`src/rtl/tile_scan_pkg.sv`:
```
// tile_scan_pkg
//   Shared constants for the tile scan generator: 1080p timing defaults,
//   tile geometry, the tile address width, and the packed layout of the
//   per-pixel timing flags.
//   Optional feature macro used by the top: TILE_SCAN_FRAME_CNT_EN.
package tile_scan_pkg;

    // 1080p60 timing defaults
    localparam int unsigned H_ACTIVE_DEF = 1920;
    localparam int unsigned H_FRONT_DEF  = 88;
    localparam int unsigned H_SYNC_DEF   = 44;
    localparam int unsigned H_BACK_DEF   = 148;
    localparam int unsigned V_ACTIVE_DEF = 1080;
    localparam int unsigned V_FRONT_DEF  = 4;
    localparam int unsigned V_SYNC_DEF   = 5;
    localparam int unsigned V_BACK_DEF   = 36;

    // Tile map geometry
    localparam int unsigned TILE_SHIFT_DEF = 4;
    localparam int unsigned MAP_COLS_DEF   = 120;
    localparam int unsigned MAP_ROWS       = 68;
    localparam int unsigned ADDR_W         = 13;
    localparam int unsigned FRAME_CNT_W    = 8;

    // Sum of the four segments of one timing axis.
    function automatic int unsigned timing_total(input int unsigned active,
                                                 input int unsigned front,
                                                 input int unsigned sync,
                                                 input int unsigned back);
        return active + front + sync + back;
    endfunction

    localparam int unsigned H_TOTAL_DEF =
        timing_total(H_ACTIVE_DEF, H_FRONT_DEF, H_SYNC_DEF, H_BACK_DEF);
    localparam int unsigned V_TOTAL_DEF =
        timing_total(V_ACTIVE_DEF, V_FRONT_DEF, V_SYNC_DEF, V_BACK_DEF);

    // Timing flags that travel down the delay line together.
    typedef struct packed {
        logic hsync;
        logic vsync;
        logic active;
    } sync_flags_t;

endpackage

```
`src/rtl/pipe_delay_line.sv`:
```
// pipe_delay_line
//   Fixed-latency shift register. o_data equals i_data from DEPTH cycles
//   earlier; a synchronous reset loads every stage with RESET_VAL.
// Ports:
//   i_clk    clock
//   i_rst_n  synchronous active-low reset
//   i_data   WIDTH-bit input word
//   o_data   WIDTH-bit word delayed by DEPTH cycles
module pipe_delay_line #(
    parameter int unsigned      WIDTH     = 8,
    parameter int unsigned      DEPTH     = 1,
    parameter logic [WIDTH-1:0] RESET_VAL = '0
) (
    input  logic             i_clk,
    input  logic             i_rst_n,
    input  logic [WIDTH-1:0] i_data,
    output logic [WIDTH-1:0] o_data
);

    logic [WIDTH-1:0] stage_q [DEPTH];
    logic [WIDTH-1:0] stage_d [DEPTH];

    always_comb begin
        stage_d[0] = i_data;
        for (int i = 1; i < DEPTH; i++) begin
            stage_d[i] = stage_q[i-1];
        end
    end

    always_ff @(posedge i_clk) begin
        for (int i = 0; i < DEPTH; i++) begin
            if (!i_rst_n) begin
                stage_q[i] <= RESET_VAL;
            end else begin
                stage_q[i] <= stage_d[i];
            end
        end
    end

    assign o_data = stage_q[DEPTH-1];

endmodule

```
`src/rtl/tile_scan_generator.sv`:
```
// tile_scan_generator
//   Raster timing and tile address generator feeding background_generator.
//   Scans h/v counters, registers active/sync/frame-start and the tile
//   address (row_base + col, no multiplier), and delays the sync, active
//   and in-tile pixel offsets by PIPE_DELAY cycles to line up with the
//   registered tile data downstream.
// Ports:
//   i_clk          pixel clock
//   i_rst_n        synchronous active-low reset
//   o_address      tile index row*MAP_COLS+col, 0 in blanking (undelayed)
//   o_active       pixel visible (undelayed)
//   o_frame_start  one-cycle pulse at h=0, v=0
//   o_hsync_d      hsync, delayed PIPE_DELAY
//   o_vsync_d      vsync, delayed PIPE_DELAY
//   o_active_d     active, delayed PIPE_DELAY
//   o_px_x_d       pixel column inside tile, delayed PIPE_DELAY
//   o_px_y_d       pixel row inside tile, delayed PIPE_DELAY
//   o_frame_cnt    frame counter (only with TILE_SCAN_FRAME_CNT_EN)
// Optional macro: TILE_SCAN_FRAME_CNT_EN adds o_frame_cnt.
module tile_scan_generator
    import tile_scan_pkg::*;
#(
    parameter int unsigned H_ACTIVE   = H_ACTIVE_DEF,
    parameter int unsigned H_FRONT    = H_FRONT_DEF,
    parameter int unsigned H_SYNC     = H_SYNC_DEF,
    parameter int unsigned H_BACK     = H_BACK_DEF,
    parameter int unsigned V_ACTIVE   = V_ACTIVE_DEF,
    parameter int unsigned V_FRONT    = V_FRONT_DEF,
    parameter int unsigned V_SYNC     = V_SYNC_DEF,
    parameter int unsigned V_BACK     = V_BACK_DEF,
    parameter int unsigned TILE_SHIFT = TILE_SHIFT_DEF,
    parameter int unsigned MAP_COLS   = MAP_COLS_DEF,
    parameter bit          SYNC_POL   = 1'b1,
    parameter int unsigned PIPE_DELAY = 1
) (
    input  logic                  i_clk,
    input  logic                  i_rst_n,
    output logic [ADDR_W-1:0]     o_address,
    output logic                  o_active,
    output logic                  o_frame_start,
    output logic                  o_hsync_d,
    output logic                  o_vsync_d,
    output logic                  o_active_d,
    output logic [TILE_SHIFT-1:0] o_px_x_d,
    output logic [TILE_SHIFT-1:0] o_px_y_d
`ifdef TILE_SCAN_FRAME_CNT_EN
    ,
    output logic [FRAME_CNT_W-1:0] o_frame_cnt
`endif
);

    localparam int unsigned H_TOTAL = timing_total(H_ACTIVE, H_FRONT, H_SYNC, H_BACK);
    localparam int unsigned V_TOTAL = timing_total(V_ACTIVE, V_FRONT, V_SYNC, V_BACK);
    localparam int unsigned HW      = $clog2(H_TOTAL);
    localparam int unsigned VW      = $clog2(V_TOTAL);

    localparam logic [HW-1:0] H_LAST     = HW'(H_TOTAL - 1);
    localparam logic [HW-1:0] H_ACT_END  = HW'(H_ACTIVE);
    localparam logic [HW-1:0] H_ACT_LAST = HW'(H_ACTIVE - 1);
    localparam logic [HW-1:0] H_SYNC_BEG = HW'(H_ACTIVE + H_FRONT);
    localparam logic [HW-1:0] H_SYNC_END = HW'(H_ACTIVE + H_FRONT + H_SYNC);
    localparam logic [VW-1:0] V_LAST     = VW'(V_TOTAL - 1);
    localparam logic [VW-1:0] V_ACT_END  = VW'(V_ACTIVE);
    localparam logic [VW-1:0] V_SYNC_BEG = VW'(V_ACTIVE + V_FRONT);
    localparam logic [VW-1:0] V_SYNC_END = VW'(V_ACTIVE + V_FRONT + V_SYNC);

    localparam int unsigned DL_W = 3 + 2 * TILE_SHIFT;
    localparam logic [DL_W-1:0] DL_RESET = {~SYNC_POL, ~SYNC_POL, 1'b0, {(2*TILE_SHIFT){1'b0}}};

    logic [HW-1:0]         h_cnt_q, h_cnt_d;
    logic [VW-1:0]         v_cnt_q, v_cnt_d;
    logic [ADDR_W-1:0]     row_base_q, row_base_d;
    logic [ADDR_W-1:0]     address_q, address_d;
    logic                  frame_start_q, frame_start_d;
    sync_flags_t           flags_q, flags_d;
    logic [TILE_SHIFT-1:0] px_x_q, px_x_d;
    logic [TILE_SHIFT-1:0] px_y_q, px_y_d;
    logic                  h_last, v_last;
    logic [ADDR_W-1:0]     col;
    logic [DL_W-1:0]       dl_out;

    always_comb begin
        h_last  = (h_cnt_q == H_LAST);
        v_last  = (v_cnt_q == V_LAST);
        h_cnt_d = h_last ? '0 : h_cnt_q + 1'b1;
        v_cnt_d = v_cnt_q;
        if (h_last) begin
            v_cnt_d = v_last ? '0 : v_cnt_q + 1'b1;
        end

        flags_d.active = (h_cnt_q < H_ACT_END) && (v_cnt_q < V_ACT_END);
        flags_d.hsync  = ((h_cnt_q >= H_SYNC_BEG) && (h_cnt_q < H_SYNC_END)) ? SYNC_POL : ~SYNC_POL;
        flags_d.vsync  = ((v_cnt_q >= V_SYNC_BEG) && (v_cnt_q < V_SYNC_END)) ? SYNC_POL : ~SYNC_POL;
        frame_start_d  = (h_cnt_q == '0) && (v_cnt_q == '0);
        px_x_d         = h_cnt_q[TILE_SHIFT-1:0];
        px_y_d         = v_cnt_q[TILE_SHIFT-1:0];

        // row_base tracks (v >> TILE_SHIFT) * MAP_COLS: it steps after the last
        // visible pixel of a tile's bottom line, so the next line sees the new
        // row while this line still addresses the old one.
        row_base_d = row_base_q;
        if (h_last && v_last) begin
            row_base_d = '0;
        end else if ((h_cnt_q == H_ACT_LAST) && (v_cnt_q < V_ACT_END) &&
                     (&v_cnt_q[TILE_SHIFT-1:0])) begin
            row_base_d = row_base_q + ADDR_W'(MAP_COLS);
        end

        col       = ADDR_W'(h_cnt_q >> TILE_SHIFT);
        address_d = flags_d.active ? row_base_q + col : '0;
    end

    always_ff @(posedge i_clk) begin
        if (!i_rst_n) begin
            h_cnt_q       <= '0;
            v_cnt_q       <= '0;
            row_base_q    <= '0;
            address_q     <= '0;
            frame_start_q <= 1'b0;
            flags_q       <= '{hsync: ~SYNC_POL, vsync: ~SYNC_POL, active: 1'b0};
            px_x_q        <= '0;
            px_y_q        <= '0;
        end else begin
            h_cnt_q       <= h_cnt_d;
            v_cnt_q       <= v_cnt_d;
            row_base_q    <= row_base_d;
            address_q     <= address_d;
            frame_start_q <= frame_start_d;
            flags_q       <= flags_d;
            px_x_q        <= px_x_d;
            px_y_q        <= px_y_d;
        end
    end

    assign o_address     = address_q;
    assign o_active      = flags_q.active;
    assign o_frame_start = frame_start_q;

    pipe_delay_line #(
        .WIDTH    (DL_W),
        .DEPTH    (PIPE_DELAY),
        .RESET_VAL(DL_RESET)
    ) u_delay (
        .i_clk  (i_clk),
        .i_rst_n(i_rst_n),
        .i_data ({flags_q, px_x_q, px_y_q}),
        .o_data (dl_out)
    );

    assign {o_hsync_d, o_vsync_d, o_active_d, o_px_x_d, o_px_y_d} = dl_out;

`ifdef TILE_SCAN_FRAME_CNT_EN
    logic [FRAME_CNT_W-1:0] frame_cnt_q, frame_cnt_d;
    logic                   frame_seen_q, frame_seen_d;

    // The first frame after reset is not counted; the count moves on the
    // same cycle o_frame_start goes high.
    always_comb begin
        frame_cnt_d  = frame_cnt_q;
        frame_seen_d = frame_seen_q;
        if (frame_start_d) begin
            if (frame_seen_q) begin
                frame_cnt_d = frame_cnt_q + 1'b1;
            end
            frame_seen_d = 1'b1;
        end
    end

    always_ff @(posedge i_clk) begin
        if (!i_rst_n) begin
            frame_cnt_q  <= '0;
            frame_seen_q <= 1'b0;
        end else begin
            frame_cnt_q  <= frame_cnt_d;
            frame_seen_q <= frame_seen_d;
        end
    end

    assign o_frame_cnt = frame_cnt_q;
`endif

endmodule

```
`config.mk`:
```
export PLATFORM = sky130hd
export DESIGN_NAME = tile_scan_generator
export DESIGN_NICKNAME = d
export VERILOG_FILES = /design/src/rtl/tile_scan_pkg.sv /design/src/rtl/pipe_delay_line.sv /design/src/rtl/tile_scan_generator.sv
export SDC_FILE = /design/constraint.sdc
export NUM_CORES = 1
export LEC_CHECK = 0
export CORE_ASPECT_RATIO = 0.7
export CORE_MARGIN = 1
export CORE_UTILIZATION = 42
export CTS_BUF_LIST = sky130_fd_sc_hd__clkbuf_8
export DETAILED_ROUTE_END_ITERATION = 12
export PLACE_DENSITY = 0.62
export SYNTH_ARGS = -nofsm -noshare
export SYNTH_HDL_FRONTEND = slang
export SYNTH_HIERARCHICAL = 1
export SYNTH_SLANG_ARGS = --single-unit
```
`constraint.sdc`:
```
create_clock -name i_clk -period 2.15 [get_ports i_clk]
set_input_delay 0.215 -clock i_clk [delete_from_list [all_inputs] [get_ports i_clk]]
set_output_delay 0.215 -clock i_clk [all_outputs]
set_load 0.005 [all_outputs]
```
==> results_dict.tcl <==
set metrics [dict create \
    status "finished, final reports clean" \
    hold_depth 1 \
    ys_ff_latch 69 \
    relSlewSlack 0.652 \
    synth_area_um2 3070 \
    numClockSinks 69 \
    synth_top_cell_by_area "dfxtp_1" \
    grt_pass1_wl_um 11100 \
    top_level_ports 28 \
    period_share 0.983 \
    clk_path_buf_depth 2 \
    clk_latency_ps 340 \
    seq_area_frac_synth 0.449 \
    synthCells 341 \
    critical_path_class "reg -> reg" \
    drive_above_1_share 0.130 \
    io_buffers 27 \
    antenna_found_initial 0 \
    hp-class "reg -> reg" \
    met1_usage 0.261 \
    core_um2 6910 \
    path_clk_slew_ps 70 \
    yosys_warnings 6 \
    yosysUniqueCellTypes 40 \
    cp_max_fo 11 \
    grt_use_met3 0.0506 \
    drv_slew 0 \
    ir_drop_mv 0.278 \
    gp_congestion 0.831 \
    wl_per_cell_um 13.3 \
    tritoncts "yes" \
    grtUsageMet2 0.271 \
    first_global_vias 2240 \
    antenna_cells 0 \
    synth.most_common_cell "dfxtp_1" \
    yosysTopAreaCellShare 0.449 \
    wirelength_um 6380 \
    synthArstFlopShare 0 \
    design.die.area_um2 7670 \
    maxCapViolations 0 \
    nets 394 \
    drt_first_iter_violations 172 \
    ant_nets 0 \
    yosys-top-cells-area "dfxtp_1, and2_1, ha_1" \
    busiest_layer "met2" \
    worst_pin_slew_ps 516 \
    postCtsSetupBuffers 0 \
    reg2regPathDepth 4 \
    max_freq_ghz 0.473 \
    finalClockSkew_ps 3.50 \
    synth_common_cells "dfxtp_1, and2_1, nor2_1" \
    root_buffer "clkbuf_8" \
    area_growth_pct 21.7 \
    cts_buffers 9 \
    layout_setup_ws_ps 36.8 \
    start_kind "register" \
    r2r_end "v_cnt_q[9]" \
    syn_avg_cell_area_um2 9.02 \
    tns_ps 0 \
    ys.flop_type "dfxtp_1" \
    synth-edff-count 0 \
    cp.required_ps 2430 \
    power.density_nw_per_um2 617 \
    reg2reg_slack_ps 40 \
    critPathCaptureType "register" \
    via_per_inst 5.26 \
    die_width_um 104 \
    rr_startpoint "h_cnt_q[10]" \
    die_h_um 73.6 \
    hp-start "flags_q[1]" \
    start_util 0.445 \
    rsz0062_at_grt "false" \
    finalSetupViolations 0 \
    via_count 2523 \
    grt_max_degree 42 \
    layout_min_cycle_time_ps 2110 \
    htreeDepth 3 \
    cts_hold_buffers 0 \
    syn_nets 354 \
    grt_usage 0.186 \
    cp_data_arrival_time_ps 2390 \
    drc 0 \
    first_pass_iters 5 \
    dp_slack_ps 2.25 \
    final-hold-violation-count 0 \
    post-dp-hpwl_um 4560 \
    p_leak_nw 1.38 \
    grt_remaining_overflow 0 \
    rows 25 \
    min_to "u_delay/stage_q[0][9]" \
]
cells by family after synthesis:
group / share of synthesized area
multiplexers: 0.0260
AO/OA/AOI/OAI: 0.121
AND/OR/NAND/NOR: 0.265
buffers and inverters: 0.0480
adder cells (fa/ha/maj): 0.0472
XOR/XNOR: 0.0427
flip-flops: 0.449
cell usage in the layout, fill, tap and decap left out, types with 9 or more instances in the layout:
cell type / count
nor2_1: 22
dfxtp_1: 67
clkdlybuf4s50_1: 27
a21oi_1: 19
o21ai_0: 16
o211ai_1: 10
inv_1: 13
buf_4: 23
ha_1: 9
clkbuf_8: 10
nand2_1: 14
or3_1: 11
and2_1: 22
nand3_1: 13
nand4_1: 11
layout make-up:
cell class | instances | area (µm²)
clock buffers | 10 | 138
clock inverters | 6 | 38.8
fillers | 669 | 3170
inverters | 13 | 48.8
multi-input cells | 237 | 1550
flip-flops and latches | 69 | 1380
well taps | 94 | 118
repair buffers | 51 | 463
report_power, final:
group	total [W]	leakage, nW	internal [W]	switching, W
clock network	0.000936	0.0880	0.000445	0.000491
logic	0.0000760	0.737	0.0000377	0.0000383
registers	0.00130	0.559	0.00129	0.00000713
total	0.00231	1.38	0.00177	0.000536
worst max-delay path by stage:
stage | slack (ps) | startpoint | endpoint
floorplan | 6 | h_cnt_q[10] | v_cnt_q[5]
global placement | 40 | h_cnt_q[10] | v_cnt_q[5]
detailed placement | 2 | h_cnt_q[10] | v_cnt_q[10]
CTS | 50 | h_cnt_q[10] | v_cnt_q[9]
global route | 6 | h_cnt_q[10] | v_cnt_q[7]
finish | 40 | h_cnt_q[10] | v_cnt_q[9]
registers in the layout, indices dropped and copies added, names as in the netlist:
name	flops
flags_q	2
o_active	1
v_cnt_q	11
px_x_q	4
row_base_q	10
o_address	13
h_cnt_q	12
u_delay/stage_q	11
px_y_q	4
o_frame_start	1
worst max-delay path, stage by stage, from the launching register on:
cell     delay, ps
dfxtp_2        320
or4_4          540
or4_4          510
or4_1          540
a21oi_1        140
routing by layer:
layer,part of all wire,vias up
li1,-,1304
met1,0.53,1140
met2,0.40,68
met3,0.052,11
met4,0.015,0
met5,0,-
through the flow:
| step | hold WS (ps) | area (µm²) | power, W | instances | utilization |
|---|---|---|---|---|---|
| 2_1_floorplan | 342 | 3080 | 0.00137 | 341 | - |
| 3_3_place_gp | 415 | 3560 | 0.00140 | 464 | 0.515 |
| 3_5_place_dp | 411 | 3560 | 0.00140 | 464 | 0.515 |
| 4_1_cts | 430 | 3740 | 0.00235 | 480 | 0.541 |
| 5_1_grt | 452 | 3740 | 0.00241 | 480 | 0.541 |
| 6_report | 430 | 3740 | 0.00231 | 480 | 0.541 |
repair_timing:
item	4_1_cts	5_1_grt
pin swaps	1	0
gates resized for setup	1	1
endpoints found under the setup margin	2	3
(Power assumes the default switching activity.)
